**config.mk**
```make
export PLATFORM = sky130hd
export DESIGN_NAME = codec_cfg_ctrl
export DESIGN_NICKNAME = d
export VERILOG_FILES = /design/src/rtl/codec_cfg_ctrl.sv
export SDC_FILE = /design/constraint.sdc
export NUM_CORES = 1
export LEC_CHECK = 0
export CORE_MARGIN = 3
export CORE_UTILIZATION = 50
export CTS_BUF_LIST = sky130_fd_sc_hd__clkbuf_4 sky130_fd_sc_hd__clkbuf_8
export CTS_CLUSTER_SIZE = 14
export DETAILED_ROUTE_END_ITERATION = 12
export PLACE_DENSITY = 0.82
export SKIP_LAST_GASP = 1
export SLEW_MARGIN = 0
export SYNTH_ARGS = -nofsm -noshare
export SYNTH_HDL_FRONTEND = slang
export SYNTH_SLANG_ARGS = --single-unit
```
**constraint.sdc**
```tcl
create_clock -name i_clk -period 2.96 [get_ports i_clk]
set_input_delay 0.592 -clock i_clk [delete_from_list [all_inputs] [get_ports i_clk]]
set_output_delay 0.592 -clock i_clk [all_outputs]
set_load 0.03 [all_outputs]
```
**src/rtl/codec_cfg_ctrl.sv**
```systemverilog
// codec_cfg_ctrl
// Configuration sequencer for the WM8731 audio codec. It is the only block
// that drives the 24-bit I2C sender, which has start, data and finished
// signals.
// After reset it waits for the codec to power up. It then sends a fixed
// 7-word init table, one word per transfer. Once init is complete it sends
// single-register runtime updates taken from a valid/ready port. A re-init
// request replays the whole init table.
module codec_cfg_ctrl #(
    parameter int unsigned STARTUP_CYCLES = 16,
    parameter int unsigned GAP_CYCLES     = 4,
    parameter logic [7:0]  DEV_ADDR       = 8'h34
) (
    input  logic        i_clk,
    input  logic        i_rst,
    input  logic        i_reinit,
    input  logic        i_upd_valid,
    input  logic [6:0]  i_upd_reg,
    input  logic [8:0]  i_upd_data,
    output logic        o_upd_ready,
    output logic        o_i2c_start,
    output logic [23:0] o_i2c_data,
    input  logic        i_i2c_finished,
    output logic        o_init_done,
    output logic        o_busy
);

    // One counter is shared by the power-up wait and the inter-transfer gap.
    // It is sized for the longer of the two.
    localparam int unsigned CNT_MAX = (STARTUP_CYCLES > GAP_CYCLES) ? STARTUP_CYCLES : GAP_CYCLES;
    localparam int unsigned CNT_W   = $clog2(CNT_MAX + 1);

    localparam logic [CNT_W-1:0] STARTUP_LAST = CNT_W'(STARTUP_CYCLES - 1);
    localparam logic [CNT_W-1:0] GAP_LAST     = CNT_W'(GAP_CYCLES - 1);
    localparam logic [2:0]       IDX_LAST     = 3'd6;

    typedef enum logic [2:0] {
        S_STARTUP,
        S_ISSUE,
        S_BUSY,
        S_GAP,
        S_IDLE
    } state_t;

    typedef enum logic {
        MODE_INIT,
        MODE_UPD
    } mode_t;

    state_t           state_reg;
    mode_t            mode_reg;
    logic [2:0]       idx_reg;
    logic [CNT_W-1:0] cnt_reg;
    logic             fin_q;
    logic             done_evt;

    // Init table contents. The device address goes in the top byte and the
    // rest is {reg[6:0], data[8:0]}. The order matters: first the codec reset
    // (R15), then R4..R8, and last the active bit (R9).
    function automatic logic [23:0] init_word(input logic [2:0] idx);
        logic [15:0] payload;
        case (idx)
            3'd0:    payload = 16'h1E00;   // R15: reset
            3'd1:    payload = 16'h0815;   // R4: analogue path
            3'd2:    payload = 16'h0A00;   // R5: digital path
            3'd3:    payload = 16'h0C00;   // R6: power down control
            3'd4:    payload = 16'h0E42;   // R7: digital interface format
            3'd5:    payload = 16'h1019;   // R8: sampling control
            3'd6:    payload = 16'h1201;   // R9: active
            default: payload = 16'h1E00;   // unreachable: idx stops at 6
        endcase
        return {DEV_ADDR, payload};
    endfunction

    // The sender reports completion as a level, so only a 0->1 edge counts.
    // A finished line that stays high from the last transfer is ignored.
    assign done_evt = i_i2c_finished && !fin_q;

    // Updates are accepted only in idle, and never while a re-init is requested.
    assign o_upd_ready = (state_reg == S_IDLE) && !i_reinit;

    // Sequencer FSM. Start, data, init_done and busy are all registered. They
    // are loaded on the transition into the state that they describe.
    always_ff @(posedge i_clk or negedge i_rst) begin
        if (!i_rst) begin
            state_reg   <= S_STARTUP;
            mode_reg    <= MODE_INIT;
            idx_reg     <= '0;
            cnt_reg     <= '0;
            fin_q       <= 1'b0;
            o_i2c_start <= 1'b0;
            o_i2c_data  <= '0;
            o_init_done <= 1'b0;
            o_busy      <= 1'b1;
        end else begin
            fin_q       <= i_i2c_finished;
            o_i2c_start <= 1'b0;

            case (state_reg)
                S_STARTUP: begin
                    // Codec power-up delay, then the first table word.
                    if (cnt_reg == STARTUP_LAST) begin
                        cnt_reg     <= '0;
                        idx_reg     <= '0;
                        mode_reg    <= MODE_INIT;
                        o_i2c_start <= 1'b1;
                        o_i2c_data  <= init_word(3'd0);
                        state_reg   <= S_ISSUE;
                    end else begin
                        cnt_reg <= cnt_reg + 1'b1;
                    end
                end

                S_ISSUE: begin
                    // The start pulse lasts only this cycle. The data word is held.
                    state_reg <= S_BUSY;
                end

                S_BUSY: begin
                    // No timeout here: the sender shares our reset, so a hung
                    // transfer is cleared by reset and not by this block.
                    if (done_evt) begin
                        cnt_reg   <= '0;
                        state_reg <= S_GAP;
                    end
                end

                S_GAP: begin
                    // Fixed idle time after every transfer before the next one.
                    if (cnt_reg == GAP_LAST) begin
                        cnt_reg <= '0;
                        if (mode_reg == MODE_UPD) begin
                            o_busy    <= 1'b0;
                            state_reg <= S_IDLE;
                        end else if (idx_reg < IDX_LAST) begin
                            idx_reg     <= idx_reg + 3'd1;
                            o_i2c_start <= 1'b1;
                            o_i2c_data  <= init_word(idx_reg + 3'd1);
                            state_reg   <= S_ISSUE;
                        end else begin
                            o_init_done <= 1'b1;
                            o_busy      <= 1'b0;
                            state_reg   <= S_IDLE;
                        end
                    end else begin
                        cnt_reg <= cnt_reg + 1'b1;
                    end
                end

                S_IDLE: begin
                    // A re-init wins over an update offered in the same cycle.
                    // The update is still held by the requester and is taken
                    // after the replay.
                    if (i_reinit) begin
                        o_init_done <= 1'b0;
                        o_busy      <= 1'b1;
                        idx_reg     <= '0;
                        mode_reg    <= MODE_INIT;
                        o_i2c_start <= 1'b1;
                        o_i2c_data  <= init_word(3'd0);
                        state_reg   <= S_ISSUE;
                    end else if (i_upd_valid) begin
                        o_busy      <= 1'b1;
                        mode_reg    <= MODE_UPD;
                        o_i2c_start <= 1'b1;
                        o_i2c_data  <= {DEV_ADDR, i_upd_reg, i_upd_data};
                        state_reg   <= S_ISSUE;
                    end
                end

                default: begin
                    // Recovery from an illegal encoding: restart the whole sequence.
                    cnt_reg     <= '0;
                    idx_reg     <= '0;
                    mode_reg    <= MODE_INIT;
                    o_init_done <= 1'b0;
                    o_busy      <= 1'b1;
                    state_reg   <= S_STARTUP;
                end
            endcase
        end
    end

    // Start is only ever seen together with the issue state, and lasts one cycle.
    a_start_in_issue: assert property (@(posedge i_clk) disable iff (!i_rst)
        o_i2c_start |-> (state_reg == S_ISSUE));

    a_start_single: assert property (@(posedge i_clk) disable iff (!i_rst)
        o_i2c_start |=> !o_i2c_start);

    // The table index never goes beyond the last table entry.
    a_idx_range: assert property (@(posedge i_clk) disable iff (!i_rst)
        idx_reg <= IDX_LAST);

endmodule

```
* Yosys cells after proc, flatten, opt, wreduce, memory -nomap -nowiden
Cells that the tools add are included.
Operators by class: muxes and demuxes 47, divide/modulo/power cells 0, reductions and logical operators 17, bitwise logic cells 4, $lt $le $gt $ge 1, equality and inequality tests 21, $add $sub $neg 2, multipliers 0, shift operators 0
Operators by type and width (number):
- two-way mux 24 bit | 6
- case mux 13 bit (6 select lines) | 1
- case mux 24 bit (3 select lines) | 1
- two-way mux 3 bit | 12
- case mux 5 bit (4 select lines) | 1
- two-way mux 1 bit | 17
- two-way mux 5 bit | 3
- case mux 3 bit (5 select lines) | 1
- != test 2 bit, second input constant | 7
- equality test 3 x 2 -> 1 bit, second input constant | 4
- equality test 3 bit, second input constant | 4
- case mux 1 bit (3 select lines) | 4
- case mux 3 bit (4 select lines) | 1
- AND reduction 6 bit | 2
- AND reduction 4 bit | 2
- equality test 3 x 1 -> 1 bit, second input constant | 2
- != test 3 bit, second input constant | 2
- OR reduction 3 bit | 2
- adder 5 x 1 -> 5 bit, second input constant | 1
- equality test 5 x 2 -> 1 bit, second input constant | 1
- equality test 5 x 4 -> 1 bit, second input constant | 1
- AND reduction 5 bit | 1
- NOT 1 bit | 4
- OR reduction 2 bit | 2
- other kinds (8) | 10
Storage, ports and cells: bits in read-only memories 0, word-level logic and storage cells 101, output and inout port bits 28, memories kept 0, input bits 21, latch bits 0, register bits after elaboration 40, RAM bits 0

* Logic depth before layout (Yosys ltp)
Gate-level depths: netlist of run 1.
depth after elaboration 7, gate-level depth with buffers 10, mapped depth without buffers 9

* Worst setup path after synthesis of run 1
Ideal clock, no wire load.
path type register to register, start reg cnt_reg[1], end reg o_i2c_data[5], arrival time 1.928 ns, library setup time 0.121 ns, setup slack 0.911 ns, data required time 2.839 ns, clock period less this slack 2.049 ns, path buffers 2, cell stages (with the launch flop) 8, cells stage by stage dfrtp_1 > ha_1 > or4b_4 > buf_6 > nor4b_4 > a21oi_2 > buf_6 > a22o_1
Between the ends: cells in the longest elaborated chain, start to end 3, elaborated cells on any way between the ends 5, classes of those cells eq/ne: 4; reduce/logical: 1
RTL lines:
- start: declaration | RTL line 53 | logic [CNT_W-1:0] cnt_reg;
- start signal: assignment | RTL line 110 | cnt_reg <= cnt_reg + 1'b1;
- start signal: assignment | RTL line 146 | cnt_reg <= cnt_reg + 1'b1;
- equality test 5 x 2 -> 1 bit / equality test 5 x 4 -> 1 bit (equally long branches) | RTL line 130, 102
- != test 2 bit (no source line)
- AND reduction 6 bit (no source line) (*)
- end signal: assignment | RTL line 138 | o_i2c_data <= init_word(idx_reg + 3'd1);
- end signal: assignment | RTL line 160 | o_i2c_data <= init_word(3'd0);
- end signal: assignment | RTL line 166 | o_i2c_data <= {DEV_ADDR, i_upd_reg, i_upd_data};
- end: declaration | RTL line 22 | output logic [23:0] o_i2c_data,
Mark *: on every way between the ends. The rest lies on a longest branch, timed or not. A chain may end at the register's enable or synchronous reset.

* Worst setup path after layout of run 1
start reg state_reg[0], end out o_upd_ready
Between the ends: cells in the longest elaborated chain, start to end 2
RTL lines:
- start: declaration | RTL line 50 | state_t state_reg;
- start signal: assignment | RTL line 86 | state_reg <= S_STARTUP;
- start signal: assignment | RTL line 108 | state_reg <= S_ISSUE;
- start signal: assignment | RTL line 116 | state_reg <= S_BUSY;
- equality test 3 bit | RTL line 80 | assign o_upd_ready = (state_reg == S_IDLE) && !i_reinit;
- logical AND 1 bit | RTL line 80
- end: declaration | RTL line 20 | output logic o_upd_ready,
No other way between the ends.

==> results.yml, run 1 <==
critical_path:
  criticalPathCategory: "reg -> out"
  startpoint: "state_reg[0]"
  worst_setup_path_start_kind: "flip-flop"
  worstPathMaxFanout: 10
  crit_arrival_ns: 1.91
  required_ns: 2.37
  end_kind: "output pin"
  r2r_start: "cnt_reg[0]"
place:
  gp_congestion: 0.835
  dpl_cell_area_um2: 2230
  port_buffers: 43
  hpwl_mm: 2.80
job:
  drv_cap: 0
worst_hold_path:
  hold_class: "reg -> reg"
  min_from: "o_i2c_data[4]"
cells_and_area:
  n_fill_cell: 262
  multi_input_area_um2: 852
  drive_above_1_share: 0.0905
  syn_to_final_growth_pct: 28.1
  seq_area_um2: 827
  nets: 260
  diodes: 0
  final_area_um2: 2300
  largest_reg_flops: 17
synth:
  avgSynthCellArea_um2: 9.51
  yosysSeqAreaShare: 0.460
  yosys-top-cells-area: "dfrtp_1 45%, o21ai_0 5.8%, ha_1 5.6%, nand2_1 4.4%, a22o_1 3.4%"
  synth_area_um2: 1800
  synth_most_common_cell: "dfrtp_1"
  synth-simple-area-share: 0.154
  synth_ff_type: "dfrtp_1"
  yosysTopAreaCellShare: 0.445
  synthDistinctLibCells: 44
  async_flop_share: 1.00
  synth-seq-cells: 33
  synth_top_family_by_area: "compound AO/OA/AOI/OAI gates"
  post_synth_mux_area_share: 0.0181
  synthCells: 189
  synth_fa_ha_area_frac: 0.0557
  synth_edf_count: 0
  yosysTopAreaCell: "dfrtp_1"
  synth_compound_area_frac: 0.218
  ys_warn_count: 0
  synth-xor-area-share: 0.0146
  synthTopCellsByCount: "32 x dfrtp_1, 21 x nand2_1, 21 x o21ai_0"
clocking:
  clockRootBuffer: "clkbuf_4"
  postCtsSetupBuffers: 0
  cts.sinks: 33
  cts_tree: "done"
  clk_latency_ns: 0.34
  h-tree-depth: 2
  clockBufferDepth: 2
  path_clk_slew_ns: 0.10
  numCtsBuffers: 5
sta:
  rsz0062_at_grt: "false"
  fin_skew_ns: 0.00542
  drv_slew: 0
  finalCritPeriodShare: 0.845
  hold_viol_final: 0
  fmax_mhz: 400
  worst_pin_slew_ns: 0.914
  fin_tns_setup_ns: 0
  finalSetupViolCount: 0
  hold_slack_ns: 0.483
  layout_min_cycle_time_ns: 2.50
  max-slew-margin-rel: 0.390
floorplanning:
  ioPinCount: 49
  die_area_um2: 4350
  die_w_um: 66.0
  fp.dieH_um: 66.0
  core_um2: 3390
  rows: 21
  start_util: 0.530
global_route:
  track_usage: 0.198
  antenna_found_initial: 0
  overflow: 0
  grt_pass1_wl_mm: 6.51
  grt_pass1_vias: 1431
  grt_start_max_net_pins: 34
pwr:
  p_leak_nw: 1.04
  peakVddDrop_mv: 0.541
  powerDensity_nw_per_um2: 793
detailed_routing:
  ant_nets: 0
  avgRoutedWirePerCell_um: 13.7
  drt-pass1-iter-count: 4
  routed_via_density: 5.39
  routed_wl_mm: 3.81
  num_vias: 1499
  drt_iter0_markers: 66
  drc_errors: 0
outcome:
  outcome: "completed"
worst max-delay path, cell delays in order (launching register included):
cell and delay [ns]:
dfrtp_1 0.49, nor2_4 0.27, nand2_1 0.13, or2_1 0.31, inv_2 0.09, dlymetal6s2s_1 0.28
placed cells by master (no fill, tap or decap), types with 4 or more instances in the layout:
cell type | Yosys | layout
ha_1 | 8 | 8
nand2_1 | 21 | 21
clkdlybuf4s50_1 | 0 | 42
buf_4 | 7 | 4
inv_1 | 8 | 8
clkbuf_4 | 0 | 5
dfrtp_1 | 32 | 32
a21oi_1 | 9 | 9
o21ai_0 | 21 | 21
a22oi_1 | 6 | 6
a22o_1 | 7 | 7
nand3_1 | 4 | 4
conb_1 | 1 | 5
nor2_1 | 16 | 16
final timing paths:
kind,endpoint,slack [ns],depth (start not counted)
worst max-delay path,o_upd_ready,0.46,5
worst min-delay path,o_i2c_data[4],0.48,2
worst max register to register,o_i2c_data[9],0.63,8
worst min register to register,o_i2c_data[4],0.48,2
max in group asynchronous,o_busy,1.99,2
min in group asynchronous,cnt_reg[3],0.65,2
report_power, final:
part	internal [mW]	total, mW	leakage [nW]	switching (mW)
logic	0.357	0.873	0.570	0.516
registers	0.565	0.663	0.425	0.0987
clock network	0.138	0.290	0.0413	0.153
repair_timing:
item / CTS / global route
setup endpoints to repair: 1 / 1
pin swaps: 0 / 0
gates cloned: 0 / 0
hold buffers: 0 / 0
gates resized for setup: 1 / 1
stage by stage:
step / cells / power, mW / setup slack [ns] / utilization
floorplan: 193 / 1.28 / 0.911 / -
global placement: 270 / 1.52 / 0.243 / 0.657
detailed placement: 270 / 1.54 / 0.228 / 0.657
CTS: 278 / 1.84 / 0.0768 / 0.679
global route: 278 / 1.97 / 0.316 / 0.680
finish: 278 / 1.83 / 0.460 / 0.680
layer usage:
layer	vias to the layer above	wire, µm	global-route usage
li1	746	-	-
met1	696	1730	0.254
met2	50	1790	0.314
met3	7	233	0.0612
met4	0	60	0.0711
met5	-	0	0
layout make-up:
cell class,instances,area share
Multi-Input combinational cell,135,0.370
Sequential cell,33,0.359
Timing Repair Buffer,47,0.201
Clock buffer,7,0.0282
Tap cell,46,0.0250
Inverter,9,0.0147
Clock inverter,1,0.00217
cell families after synthesis:
family / count (synthesis)
buffers and inverters: 25
other: 1
adders and majority gates: 8
and+or+nand+nor: 56
muxes: 3
xor gates and xnor gates: 3
AOI/OAI and AO/OA: 60
DFF: 33
(Power assumes the default switching activity.)
==> run 2: changes to the inputs <==
--- a/config.mk
+++ b/config.mk
@@ -6,11 +6,11 @@
 export NUM_CORES = 1
 export LEC_CHECK = 0
 export CORE_MARGIN = 3
-export CORE_UTILIZATION = 50
+export CORE_UTILIZATION = 45
 export CTS_BUF_LIST = sky130_fd_sc_hd__clkbuf_4 sky130_fd_sc_hd__clkbuf_8
 export CTS_CLUSTER_SIZE = 14
 export DETAILED_ROUTE_END_ITERATION = 12
-export PLACE_DENSITY = 0.82
+export PLACE_DENSITY = 0.78
 export SKIP_LAST_GASP = 1
 export SLEW_MARGIN = 0
 export SYNTH_ARGS = -nofsm -noshare
==> constraint.sdc (replaced) <==
create_clock -name i_clk -period 2.29 [get_ports i_clk]
set_input_delay 0.458 -clock i_clk [delete_from_list [all_inputs] [get_ports i_clk]]
set_output_delay 0.458 -clock i_clk [all_outputs]
set_load 0.03 [all_outputs]
==> results.yml, run 2 (synthesis results as in run 1) <==
detailed_routing:
  drc_errors: 0
  ant_nets: 0
  routed_via_density: 5.41
  routed_wl_mm: 3.87
  num_vias: 1525
  drt-pass1-iter-count: 4
  drt_iter0_markers: 96
  avgRoutedWirePerCell_um: 13.7
floorplanning:
  die_w_um: 69.2
  ioPinCount: 49
  rows: 22
  start_util: 0.480
  die_area_um2: 4790
  fp.dieH_um: 69.2
  core_um2: 3740
critical_path:
  worstPathMaxFanout: 8
  worst_setup_path_start_kind: "flip-flop"
  crit_slowest_cell: "dfrtp_1"
  cp_num_cells: 5
  required_ns: 1.83
  crit_family: "simple AND/OR/NAND/NOR gates"
  criticalPathCategory: "reg -> out"
  reg2regPathDepth: 5
  crit_arrival_ns: 1.70
  cp_cell_sequence: "nor2_2 > nand2_1 > or2_1 > inv_2 > buf_4"
  cpPeakStageDelay_ns: 0.48
  crit_buf_inv: 2
  end_kind: "output pin"
global_route:
  grt_pass1_wl_mm: 6.81
  grt_start_max_net_pins: 25
  grt_pass1_vias: 1457
  track_usage: 0.174
  antenna_found_initial: 0
  overflow: 0
sta:
  fin_tns_setup_ns: 0
  finalSetupViolCount: 0
  finalCritPeriodShare: 0.942
  worst_pin_slew_ns: 0.657
  fmax_mhz: 464
  drv_slew: 0
  rsz0062_at_grt: "false"
  hold_viol_final: 0
  fin_skew_ns: 0.00428
  layout_min_cycle_time_ns: 2.16
  max-slew-margin-rel: 0.557
clocking:
  clockBufferDepth: 2
  path_clk_slew_ns: 0.07
  cts.sinks: 33
  h-tree-depth: 2
  clockRootBuffer: "clkbuf_8"
  postCtsHoldBufs: 0
  clk_latency_ns: 0.29
  numCtsBuffers: 5
  cts_tree: "done"
cells_and_area:
  nets: 262
  mostFrequentLayoutCells: "42 x clkdlybuf4s50_1, 31 x dfrtp_1, 21 x nand2_1, 21 x o21ai_0, 16 x nor2_1"
  final_core_util: 0.634
  syn_to_final_growth_pct: 31.9
  layout_commonest_cell: "clkdlybuf4s50_1"
  largest_reg_flops: 17
  drive_above_1_share: 0.111
  final_area_um2: 2370
  diodes: 0
place:
  dpl_cell_area_um2: 2240
  hpwl_mm: 2.89
  gp_congestion: 0.879
  port_buffers: 43
outcome:
  outcome: "completed"
worst_hold_path:
  hold_class: "reg -> reg"
  holdPathStages: 2
job:
  drv_cap: 0
pwr:
  p_leak_nw: 1.04
  powerDensity_nw_per_um2: 1080
  peakVddDrop_mv: 0.545
==> run 2: cell count changes in the layout (fill, tap and decap cells not counted), sizes merged <==
| cell | change |
|---|---|
| bufinv | +1 |
| buf | +3 |
| clkbuf | -2 |
| clkinvlp | +1 |
| dlymetal6s2s | -1 |
==> run 2: timing repair <==
item / in CTS / in global routing
endpoints found under the setup margin: 6 / 2
buffers inserted: 0 / 0
resized for setup: 1 / 2
==> run 2: report_power, final <==
group	switching (mW)	leakage, nW	total, mW	internal (mW)
sequential	0.135	0.424	0.866	0.731
clock	0.224	0.0543	0.549	0.325
combinational	0.663	0.564	1.15	0.482
==> run 2: layout make-up <==
| cell class | count | area [µm²] |
|---|---|---|
| fillers | 307 | 1370 |
| multi-input cells | 135 | 862 |
| flip-flops and latches | 33 | 828 |
| repair buffers | 49 | 473 |
| clock buffers | 5 | 68.8 |
| well taps | 48 | 60.1 |
| clock inverters | 3 | 46.3 |
| inverters | 9 | 33.8 |
==> run 2: stage by stage <==
step                      std cells  hold slack (ns)  setup WS (ns)  total power, mW
after floorplan                 193            0.162          0.241             1.66
final                           282            0.479          0.133             2.56
after global placement          274            0.465     -0.0000551             1.99
after global routing            282            0.504         0.0124             2.76
after detailed placement        274            0.469        -0.0302             2.00
after CTS                       282            0.485         0.0349             2.56
==> run 2: final timing paths <==
path | from | endpoint | slack [ns]
hold reg to reg | o_i2c_data[3] | o_i2c_data[3] | 0.48
hold / removal | o_i2c_data[3] | o_i2c_data[3] | 0.48
min in group asynchronous | i_rst | cnt_reg[2] | 0.49
setup reg to reg | cnt_reg[1] | o_i2c_data[8] | 0.18
max in group asynchronous | i_rst | o_busy | 1.21
setup / recovery | state_reg[0] | o_upd_ready | 0.13
==> run 2: worst min-delay path, cell delays in order, from the launching register on <==
cell and delay [ns]:
dfrtp_1 0.34, nand2_1 0.04, o21ai_0 0.06
==> run 2: routing by layer <==
layer | up-vias | part of all wire | global-route usage
li1 | 752 | - | -
met1 | 715 | 0.47 | 0.252
met2 | 52 | 0.45 | 0.246
met3 | 6 | 0.060 | 0.0507
met4 | 0 | 0.014 | 0.0672
met5 | - | 0 | 0
